==> config.mk <==
export PLATFORM = sky130hd
export DESIGN_NAME = salu_resolve_stage_flat
export DESIGN_NICKNAME = d
export VERILOG_FILES = /design/src/rtl/salu_pkg.sv /design/src/rtl/salu_resolve_stage_if.sv /design/src/rtl/salu_branch_cond.sv /design/src/rtl/salu_resolve_stage.sv /design/src/flat_wrapper.sv
export SDC_FILE = /design/constraint.sdc
export NUM_CORES = 1
export LEC_CHECK = 0
export BUFFER_PORTS_ARGS = -buffer_cell sky130_fd_sc_hd__buf_4
export CORE_ASPECT_RATIO = 0.75
export CORE_MARGIN = 4
export CORE_UTILIZATION = 47
export DETAILED_ROUTE_END_ITERATION = 10
export PLACE_DENSITY = 0.85
export SLEW_MARGIN = 20
export SYNTH_ARGS = -nofsm -noshare
export SYNTH_HDL_FRONTEND = slang
export SYNTH_SLANG_ARGS = --single-unit
==> constraint.sdc <==
create_clock -name clk -period 1.8 [get_ports clk]
set_input_delay 0.36 -clock clk [delete_from_list [all_inputs] [get_ports clk]]
set_output_delay 0.36 -clock clk [all_outputs]
set_load 0.05 [all_outputs]
==> src/rtl/salu_pkg.sv <==
`default_nettype none
// ============================================================================
// Module   : salu_pkg
// Purpose  : Definitions shared by the scalar ALU and its resolve stage:
//            4-bit ALU op encodings, default datapath widths and the
//            writeback entry record carried through the skid buffer.
// Ports    : none (package)
// Revision : 1.0 - initial release
// ============================================================================
package salu_pkg;

  localparam int unsigned c_DATA_WIDTH     = 32;
  localparam int unsigned c_REG_ADDR_WIDTH = 5;

  // ALU op encodings; 1010..1111 are the conditional branch compares.
  localparam logic [3:0] c_OP_ADD  = 4'b0000;
  localparam logic [3:0] c_OP_SUB  = 4'b0001;
  localparam logic [3:0] c_OP_AND  = 4'b0010;
  localparam logic [3:0] c_OP_OR   = 4'b0011;
  localparam logic [3:0] c_OP_XOR  = 4'b0100;
  localparam logic [3:0] c_OP_SLL  = 4'b0101;
  localparam logic [3:0] c_OP_SRL  = 4'b0110;
  localparam logic [3:0] c_OP_SRA  = 4'b0111;
  localparam logic [3:0] c_OP_SLT  = 4'b1000;
  localparam logic [3:0] c_OP_SLTU = 4'b1001;
  localparam logic [3:0] c_OP_BEQ  = 4'b1010;
  localparam logic [3:0] c_OP_BNE  = 4'b1011;
  localparam logic [3:0] c_OP_BLT  = 4'b1100;
  localparam logic [3:0] c_OP_BGE  = 4'b1101;
  localparam logic [3:0] c_OP_BLTU = 4'b1110;
  localparam logic [3:0] c_OP_BGEU = 4'b1111;

  typedef struct packed {
    logic [c_DATA_WIDTH-1:0]     data;
    logic [c_REG_ADDR_WIDTH-1:0] addr;
    logic                        we;
  } wb_entry_t;

endpackage
`default_nettype wire

==> src/rtl/salu_resolve_stage_if.sv <==
`default_nettype none
// ============================================================================
// Module   : salu_resolve_stage_if
// Purpose  : Bundles the upstream (ALU side), writeback and redirect signals
//            of the resolve stage.
// Modports : master - environment: drives ALU entry, flush and ready_i;
//                     observes ready_o, writeback and redirect outputs.
//            slave  - the resolve stage itself.
// Revision : 1.0 - initial release
// ============================================================================
interface salu_resolve_stage_if
  import salu_pkg::*;
#(
  parameter int unsigned DATA_WIDTH     = c_DATA_WIDTH,
  parameter int unsigned REG_ADDR_WIDTH = c_REG_ADDR_WIDTH
);

  // Upstream (ALU) side
  logic                      valid_i;
  logic                      ready_o;
  logic [DATA_WIDTH-1:0]     alu_res_i;
  logic                      zero_flag_i;
  logic [3:0]                alu_op_i;
  logic                      is_branch_i;
  logic [DATA_WIDTH-1:0]     pc_i;
  logic [DATA_WIDTH-1:0]     imm_i;
  logic [REG_ADDR_WIDTH-1:0] rd_addr_i;
  logic                      rd_we_i;
  logic                      flush_i;

  // Writeback side
  logic                      valid_o;
  logic                      ready_i;
  logic [DATA_WIDTH-1:0]     wb_data_o;
  logic [REG_ADDR_WIDTH-1:0] wb_addr_o;
  logic                      wb_we_o;

  // Branch redirect
  logic                      redirect_valid_o;
  logic [DATA_WIDTH-1:0]     redirect_pc_o;

  modport master (
    output valid_i, alu_res_i, zero_flag_i, alu_op_i, is_branch_i,
           pc_i, imm_i, rd_addr_i, rd_we_i, flush_i, ready_i,
    input  ready_o, valid_o, wb_data_o, wb_addr_o, wb_we_o,
           redirect_valid_o, redirect_pc_o
  );

  modport slave (
    input  valid_i, alu_res_i, zero_flag_i, alu_op_i, is_branch_i,
           pc_i, imm_i, rd_addr_i, rd_we_i, flush_i, ready_i,
    output ready_o, valid_o, wb_data_o, wb_addr_o, wb_we_o,
           redirect_valid_o, redirect_pc_o
  );

endinterface
`default_nettype wire

==> src/rtl/salu_branch_cond.sv <==
`default_nettype none
// ============================================================================
// Module   : salu_branch_cond
// Purpose  : Combinational taken/not-taken evaluation of a conditional
//            branch from the ALU op, zero flag and result LSB. The ALU puts
//            the signed/unsigned less-than outcome in res[0] for the
//            BLT/BGE/BLTU/BGEU compares.
// Ports    : alu_op_i    - 4-bit ALU op
//            zero_flag_i - ALU zero flag
//            res_lsb_i   - bit 0 of the ALU result
//            taken_o     - branch condition holds
// Revision : 1.0 - initial release
// ============================================================================
module salu_branch_cond
  import salu_pkg::*;
(
  input  logic [3:0] alu_op_i,
  input  logic       zero_flag_i,
  input  logic       res_lsb_i,
  output logic       taken_o
);

  always_comb begin
    taken_o = 1'b0;
    case (alu_op_i)
      c_OP_BEQ:             taken_o = zero_flag_i;
      c_OP_BNE:             taken_o = ~zero_flag_i;
      c_OP_BLT, c_OP_BLTU:  taken_o = res_lsb_i;
      c_OP_BGE, c_OP_BGEU:  taken_o = ~res_lsb_i;
      // Non-compare ops flagged as branches are never taken.
      default:              taken_o = 1'b0;
    endcase
  end

endmodule
`default_nettype wire

==> src/rtl/salu_resolve_stage.sv <==
`default_nettype none
// ============================================================================
// Module   : salu_resolve_stage
// Purpose  : Stage after the scalar ALU. Resolves conditional branches into a
//            one-cycle redirect pulse with a PC+imm target, and passes
//            non-branch results to the register-file writeback port through
//            a two-entry skid buffer (OUT register + SKID register).
// Ports    : clk   - clock, rising edge
//            rst_n - asynchronous active-low reset
//            bus   - salu_resolve_stage_if.slave (ALU entry, flush,
//                    writeback handshake, redirect)
//            perf_taken_o / perf_stall_o - performance counters, present
//                    only when SALU_RESOLVE_PERF_EN is defined
// Config   : SALU_RESOLVE_PERF_EN - adds the taken-branch and writeback
//            stall counters
// Revision : 1.0 - initial release
// ============================================================================
module salu_resolve_stage
  import salu_pkg::*;
#(
  parameter int unsigned DATA_WIDTH     = c_DATA_WIDTH,
  parameter int unsigned REG_ADDR_WIDTH = c_REG_ADDR_WIDTH
) (
  input  logic                 clk,
  input  logic                 rst_n,
  salu_resolve_stage_if.slave  bus
`ifdef SALU_RESOLVE_PERF_EN
  ,
  output logic [31:0]          perf_taken_o,
  output logic [31:0]          perf_stall_o
`endif
);

  // The buffered entry record is shared with the ALU package, so the stage
  // widths must match the package widths.
  if ((DATA_WIDTH != c_DATA_WIDTH) || (REG_ADDR_WIDTH != c_REG_ADDR_WIDTH))
  begin : g_width_check
    $error("salu_resolve_stage: widths must match salu_pkg");
  end

  wb_entry_t             out_q, out_d;
  wb_entry_t             skid_q, skid_d;
  logic                  out_v_q, out_v_d;
  logic                  skid_v_q, skid_v_d;
  logic                  redir_v_q, redir_v_d;
  logic [DATA_WIDTH-1:0] redir_pc_q, redir_pc_d;

  logic      taken;
  logic      accept;
  logic      enq;
  logic      deq;
  logic      redir_fire;
  wb_entry_t in_entry;

  salu_branch_cond u_branch_cond (
    .alu_op_i    (bus.alu_op_i),
    .zero_flag_i (bus.zero_flag_i),
    .res_lsb_i   (bus.alu_res_i[0]),
    .taken_o     (taken)
  );

  // ready_o comes straight from the SKID valid flop, so it is registered.
  assign accept     = bus.valid_i && !skid_v_q && !bus.flush_i;
  assign enq        = accept && !bus.is_branch_i;
  assign deq        = out_v_q && bus.ready_i;
  assign redir_fire = accept && bus.is_branch_i && taken;

  // Writes to x0 are kept in order but never enable the register file.
  assign in_entry.data = bus.alu_res_i;
  assign in_entry.addr = bus.rd_addr_i;
  assign in_entry.we   = bus.rd_we_i && (bus.rd_addr_i != '0);

  always_comb begin
    out_d      = out_q;
    skid_d     = skid_q;
    out_v_d    = out_v_q;
    skid_v_d   = skid_v_q;
    redir_v_d  = redir_fire;
    redir_pc_d = redir_pc_q;

    if (redir_fire) begin
      redir_pc_d = bus.pc_i + bus.imm_i;
    end

    if (bus.flush_i) begin
      out_v_d  = 1'b0;
      skid_v_d = 1'b0;
    end else if (skid_v_q) begin
      // SKID full means ready_o is low, so no enqueue can coincide here.
      if (deq) begin
        out_d    = skid_q;
        skid_v_d = 1'b0;
      end
    end else if (enq) begin
      if (!out_v_q || bus.ready_i) begin
        out_d   = in_entry;
        out_v_d = 1'b1;
      end else begin
        skid_d   = in_entry;
        skid_v_d = 1'b1;
      end
    end else if (deq) begin
      out_v_d = 1'b0;
    end
  end

  always_ff @(posedge clk or negedge rst_n) begin
    if (!rst_n) begin
      out_q      <= '0;
      skid_q     <= '0;
      out_v_q    <= 1'b0;
      skid_v_q   <= 1'b0;
      redir_v_q  <= 1'b0;
      redir_pc_q <= '0;
    end else begin
      out_q      <= out_d;
      skid_q     <= skid_d;
      out_v_q    <= out_v_d;
      skid_v_q   <= skid_v_d;
      redir_v_q  <= redir_v_d;
      redir_pc_q <= redir_pc_d;
    end
  end

  assign bus.ready_o          = !skid_v_q;
  assign bus.valid_o          = out_v_q;
  assign bus.wb_data_o        = out_q.data;
  assign bus.wb_addr_o        = out_q.addr;
  assign bus.wb_we_o          = out_q.we;
  assign bus.redirect_valid_o = redir_v_q;
  assign bus.redirect_pc_o    = redir_pc_q;

`ifdef SALU_RESOLVE_PERF_EN
  logic [31:0] perf_taken_q, perf_taken_d;
  logic [31:0] perf_stall_q, perf_stall_d;

  // Counters ignore flush; a flushed branch never reaches redir_fire.
  always_comb begin
    perf_taken_d = perf_taken_q;
    perf_stall_d = perf_stall_q;
    if (redir_fire) begin
      perf_taken_d = perf_taken_q + 32'd1;
    end
    if (out_v_q && !bus.ready_i) begin
      perf_stall_d = perf_stall_q + 32'd1;
    end
  end

  always_ff @(posedge clk or negedge rst_n) begin
    if (!rst_n) begin
      perf_taken_q <= '0;
      perf_stall_q <= '0;
    end else begin
      perf_taken_q <= perf_taken_d;
      perf_stall_q <= perf_stall_d;
    end
  end

  assign perf_taken_o = perf_taken_q;
  assign perf_stall_o = perf_stall_q;
`endif

endmodule
`default_nettype wire

==> src/flat_wrapper.sv <==
// flat-port wrapper written by rule: the top's interface ports become plain ports
module salu_resolve_stage_flat import salu_pkg::*;
#(
  parameter int unsigned DATA_WIDTH     = c_DATA_WIDTH,
  parameter int unsigned REG_ADDR_WIDTH = c_REG_ADDR_WIDTH
)
  (clk, rst_n, bus_valid_i, bus_alu_res_i, bus_zero_flag_i, bus_alu_op_i, bus_is_branch_i, bus_pc_i, bus_imm_i, bus_rd_addr_i, bus_rd_we_i, bus_flush_i, bus_ready_i, bus_ready_o, bus_valid_o, bus_wb_data_o, bus_wb_addr_o, bus_wb_we_o, bus_redirect_valid_o, bus_redirect_pc_o);
  salu_resolve_stage_if #(.DATA_WIDTH(DATA_WIDTH), .REG_ADDR_WIDTH(REG_ADDR_WIDTH)) bus_i ();
  input  logic clk;
  input  logic rst_n;
  input wire logic [$bits(bus_i.valid_i)-1:0] bus_valid_i;
  input wire logic [$bits(bus_i.alu_res_i)-1:0] bus_alu_res_i;
  input wire logic [$bits(bus_i.zero_flag_i)-1:0] bus_zero_flag_i;
  input wire logic [$bits(bus_i.alu_op_i)-1:0] bus_alu_op_i;
  input wire logic [$bits(bus_i.is_branch_i)-1:0] bus_is_branch_i;
  input wire logic [$bits(bus_i.pc_i)-1:0] bus_pc_i;
  input wire logic [$bits(bus_i.imm_i)-1:0] bus_imm_i;
  input wire logic [$bits(bus_i.rd_addr_i)-1:0] bus_rd_addr_i;
  input wire logic [$bits(bus_i.rd_we_i)-1:0] bus_rd_we_i;
  input wire logic [$bits(bus_i.flush_i)-1:0] bus_flush_i;
  input wire logic [$bits(bus_i.ready_i)-1:0] bus_ready_i;
  output wire logic [$bits(bus_i.ready_o)-1:0] bus_ready_o;
  output wire logic [$bits(bus_i.valid_o)-1:0] bus_valid_o;
  output wire logic [$bits(bus_i.wb_data_o)-1:0] bus_wb_data_o;
  output wire logic [$bits(bus_i.wb_addr_o)-1:0] bus_wb_addr_o;
  output wire logic [$bits(bus_i.wb_we_o)-1:0] bus_wb_we_o;
  output wire logic [$bits(bus_i.redirect_valid_o)-1:0] bus_redirect_valid_o;
  output wire logic [$bits(bus_i.redirect_pc_o)-1:0] bus_redirect_pc_o;
  assign bus_i.valid_i = bus_valid_i;
  assign bus_i.alu_res_i = bus_alu_res_i;
  assign bus_i.zero_flag_i = bus_zero_flag_i;
  assign bus_i.alu_op_i = bus_alu_op_i;
  assign bus_i.is_branch_i = bus_is_branch_i;
  assign bus_i.pc_i = bus_pc_i;
  assign bus_i.imm_i = bus_imm_i;
  assign bus_i.rd_addr_i = bus_rd_addr_i;
  assign bus_i.rd_we_i = bus_rd_we_i;
  assign bus_i.flush_i = bus_flush_i;
  assign bus_i.ready_i = bus_ready_i;
  assign bus_ready_o = bus_i.ready_o;
  assign bus_valid_o = bus_i.valid_o;
  assign bus_wb_data_o = bus_i.wb_data_o;
  assign bus_wb_addr_o = bus_i.wb_addr_o;
  assign bus_wb_we_o = bus_i.wb_we_o;
  assign bus_redirect_valid_o = bus_i.redirect_valid_o;
  assign bus_redirect_pc_o = bus_i.redirect_pc_o;
  salu_resolve_stage #(.DATA_WIDTH(DATA_WIDTH), .REG_ADDR_WIDTH(REG_ADDR_WIDTH)) u_core (.clk(clk), .rst_n(rst_n), .bus(bus_i));
endmodule
==> metrics <==
DRC=0; Final Non-Filler Cells=1122; antenna violations before repair=0; Antenna Violating Nets Remaining=0; slowest stage delay, CP=0.36 ns; post-synthesis cell type count=55; hpwl dp=13990 µm; placed instance area=8816 µm²; first-pass GRT wire length=34320 µm; top-count cell post-synth=dfrtp_1; die footprint=15220 µm²; DRT iter0 DRCs=479; Cell Chain, Critical Path=buf_6 > ha_4 > inv_2 > fa_2 > nor2b_2 > o31a_1 > o31a_1 > o211ai_1 > buf_4 > a21oi_4 > nor3_1 > o31ai_1; root buffer cell=clkbuf_16; failing checks=negative setup slack; final setup violation count=68; post-route cell area=10390 µm²; CP Launch Type=input pin; final worst setup slack=-0.3092 ns; Mapped Area=6247 µm²; Least-Margin Pin Slew=0.3978 ns; CP endpoint kind=register; CP most frequent cell=o31a_1; period utilisation layout=1.172; PD cells=925.9 nW/µm²; WP data required=2.06 ns; Syn Nets=781; Num CTS Buffers=9; cell count after placement=1064; TNS Setup=-8.526 ns; Util after Layout=0.7983; largest cells by area after synthesis=dfrtp_1 44%, mux2_2 6.7%, ha_1 6.2%, mux2i_1 5.9%, a21oi_1 5.8%; top-area cell type share of the netlist area=0.4446; unrepaired setup endpoints after global routing=true; WL per Instance=20.73 µm; ys async rst share=1.000; Worst Path Max Fanout=4; number of enable flip-flop cells after synthesis=0; share of cells above drive strength 1=0.5247; GRT Overall Usage=0.2824; Mean Syn Cell Area=9.823 µm²; port bufs=185; row cnt=36; Setup Skew=0.01346 ns; CTS tree=yes; final slew viol count=0; Final Wtd Congestion=0.9228; status=complete, but fails checks; clock buffer depth=2; most area-hungry cell type in the Yosys netlist=dfrtp_1; Ys Warns=0; static leakage=4.834 nW; Hold WC Path Type=input pin to register; fin crit period=2.109 ns; First-pass DRT Iterations=5; Starting Density=0.4799; Pwr Total=9.621 mW; FF+latch count, synth=111; slowest CP cell=fa_2; sequential share of the synthesized area=0.4446; DR vias=6592; Syn-to-layout area delta=66.33%; max_cap viols=0; largest net degree at the start of global routing=72; Worst-path clk slew=0.08 ns; vias in the first global route=6712; via/cell ratio=5.875; WHS=0.2454 ns; Synth Flop Type=dfrtp_1; worst rel slew slack=0.7272; remaining global-route overflow=0; ant diodes=0; CP arrival=2.37 ns; core area=13020 µm²; Cells after Synth=636; H-tree depth=3; Post-synth top cells=111 x dfrtp_1, 72 x a21oi_1, 52 x nand2_1, 52 x nor2_1, 44 x o21ai_0; WS Path Type=input pin to register; worst slack, placed=-0.7496 ns; Die Wd=141.1 µm; Max Clock Freq=474.1 MHz; Hold Vio Cnt, Final=0; Die Height=107.8 µm; total wire length=23260 µm; # IOs=186; worst skew pair latency=0.35 ns; nets@finish=1091; worst vdd ir=0.8232 mV; # clock sinks=111
## layout by cell type, fill, tap and decap left out, types with 4 or more instances in the layout
cell       count
nor2_2         9
buf_16         5
a21oi_1       58
a221o_1        4
buf_8          5
nand2_4        4
a21oi_2       11
mux2_4         4
buf_12        11
mux2i_1       37
nand2_2        4
buf_6         38
o21ai_1       20
xor2_1         9
o211ai_1       4
nand2_1       44
o21ai_0       17
o21a_1         5
nor2_1        42
nand3_1        5
xnor2_1        6
o21ai_2        8
nand2b_1       4
a21o_1        20
nand3_2        4
mux2_2        33
clkbuf_16     12
ha_4          21
inv_1          6
ha_1          10
buf_4        276
dfrtp_1      109
nand4_1        8
and3_1         9
## worst paths after layout
| check | to | from | cells after the start | slack, ns |
|---|---|---|---|---|
| max in group asynchronous | u_core.bus.redirect_pc_o[3] | rst_n | 3 | 0.88 |
| min in group asynchronous | u_core.skid_q[21] | rst_n | 3 | 0.53 |
| worst max-delay path | u_core.bus.redirect_pc_o[24] | bus_pc_i[0] | 12 | -0.31 |
| worst max register to register | u_core.bus.redirect_pc_o[31] | u_core.skid_v_q | 6 | -0.22 |
| worst min register to register | u_core.bus.redirect_pc_o[25] | u_core.bus.redirect_pc_o[25] | 2 | 0.49 |
| worst min-delay path | u_core.skid_q[27] | bus_alu_res_i[21] | 2 | 0.25 |
## state kept, by name (all words and copies together), names as in the netlist
name,count
u_core.bus.redirect_pc_o,32
u_core.bus.redirect_valid_o,1
u_core.bus.valid_o,1
u_core.bus.wb_addr_o,5
u_core.bus.wb_data_o,32
u_core.bus.wb_we_o,1
u_core.skid_q,38
u_core.skid_v_q,1
## area by class of cell
| type | count | area, µm² |
|---|---|---|
| well taps | 171 | 214.0 |
| fillers | 731 | 2626 |
| multi-input cells | 476 | 4046 |
| clock inverters | 6 | 55.05 |
| repair buffers | 339 | 3018 |
| inverters | 9 | 48.80 |
| flip-flops and latches | 111 | 2780 |
| clock buffers | 10 | 229.0 |
## routing by layer
layer  global-route usage  wire [µm]  vias to the layer above
li1                     -          -                     2939
met1               0.3613       9216                     3234
met2               0.4891      11570                      354
met3              0.05728       1781                       65
met4              0.07607        701                        0
met5                    0          0                        -
## worst max-delay path, delay by kind of cell
family | cells | cell delay (ns)
AO/OA/AOI/OAI | 5 | 1.00
adder cells (fa/ha/maj) | 2 | 0.49
buffers and inverters | 3 | 0.28
AND/OR/NAND/NOR | 2 | 0.23
## power by group
group	internal, mW	leakage (nW)	switching [mW]
registers	3.00	1.36	0.377
clock network	0.968	0.133	1.01
logic	1.66	3.34	2.60
## repair_timing
item	4_1_cts	5_1_grt
buffers inserted	26	11
gates resized for setup	126	70
hold endpoints to repair	37	0
pin swaps	55	27
cloned	9	3
hold buffers	1	0
setup endpoints to repair	78	108
## cell families (layout without fill, tap and decap cells)
kind of cell / count (synthesis) / after routing / synth area share
simple gates: 161 / 161 / 0.1190
flops: 111 / 111 / 0.4446
mux: 74 / 74 / 0.1260
fa+ha+maj: 32 / 32 / 0.06529
xor+xnor: 18 / 18 / 0.02524
buf+inv: 49 / 364 / 0.03084
compound gates: 191 / 191 / 0.1891
Power figures use the tool's default switching activity.
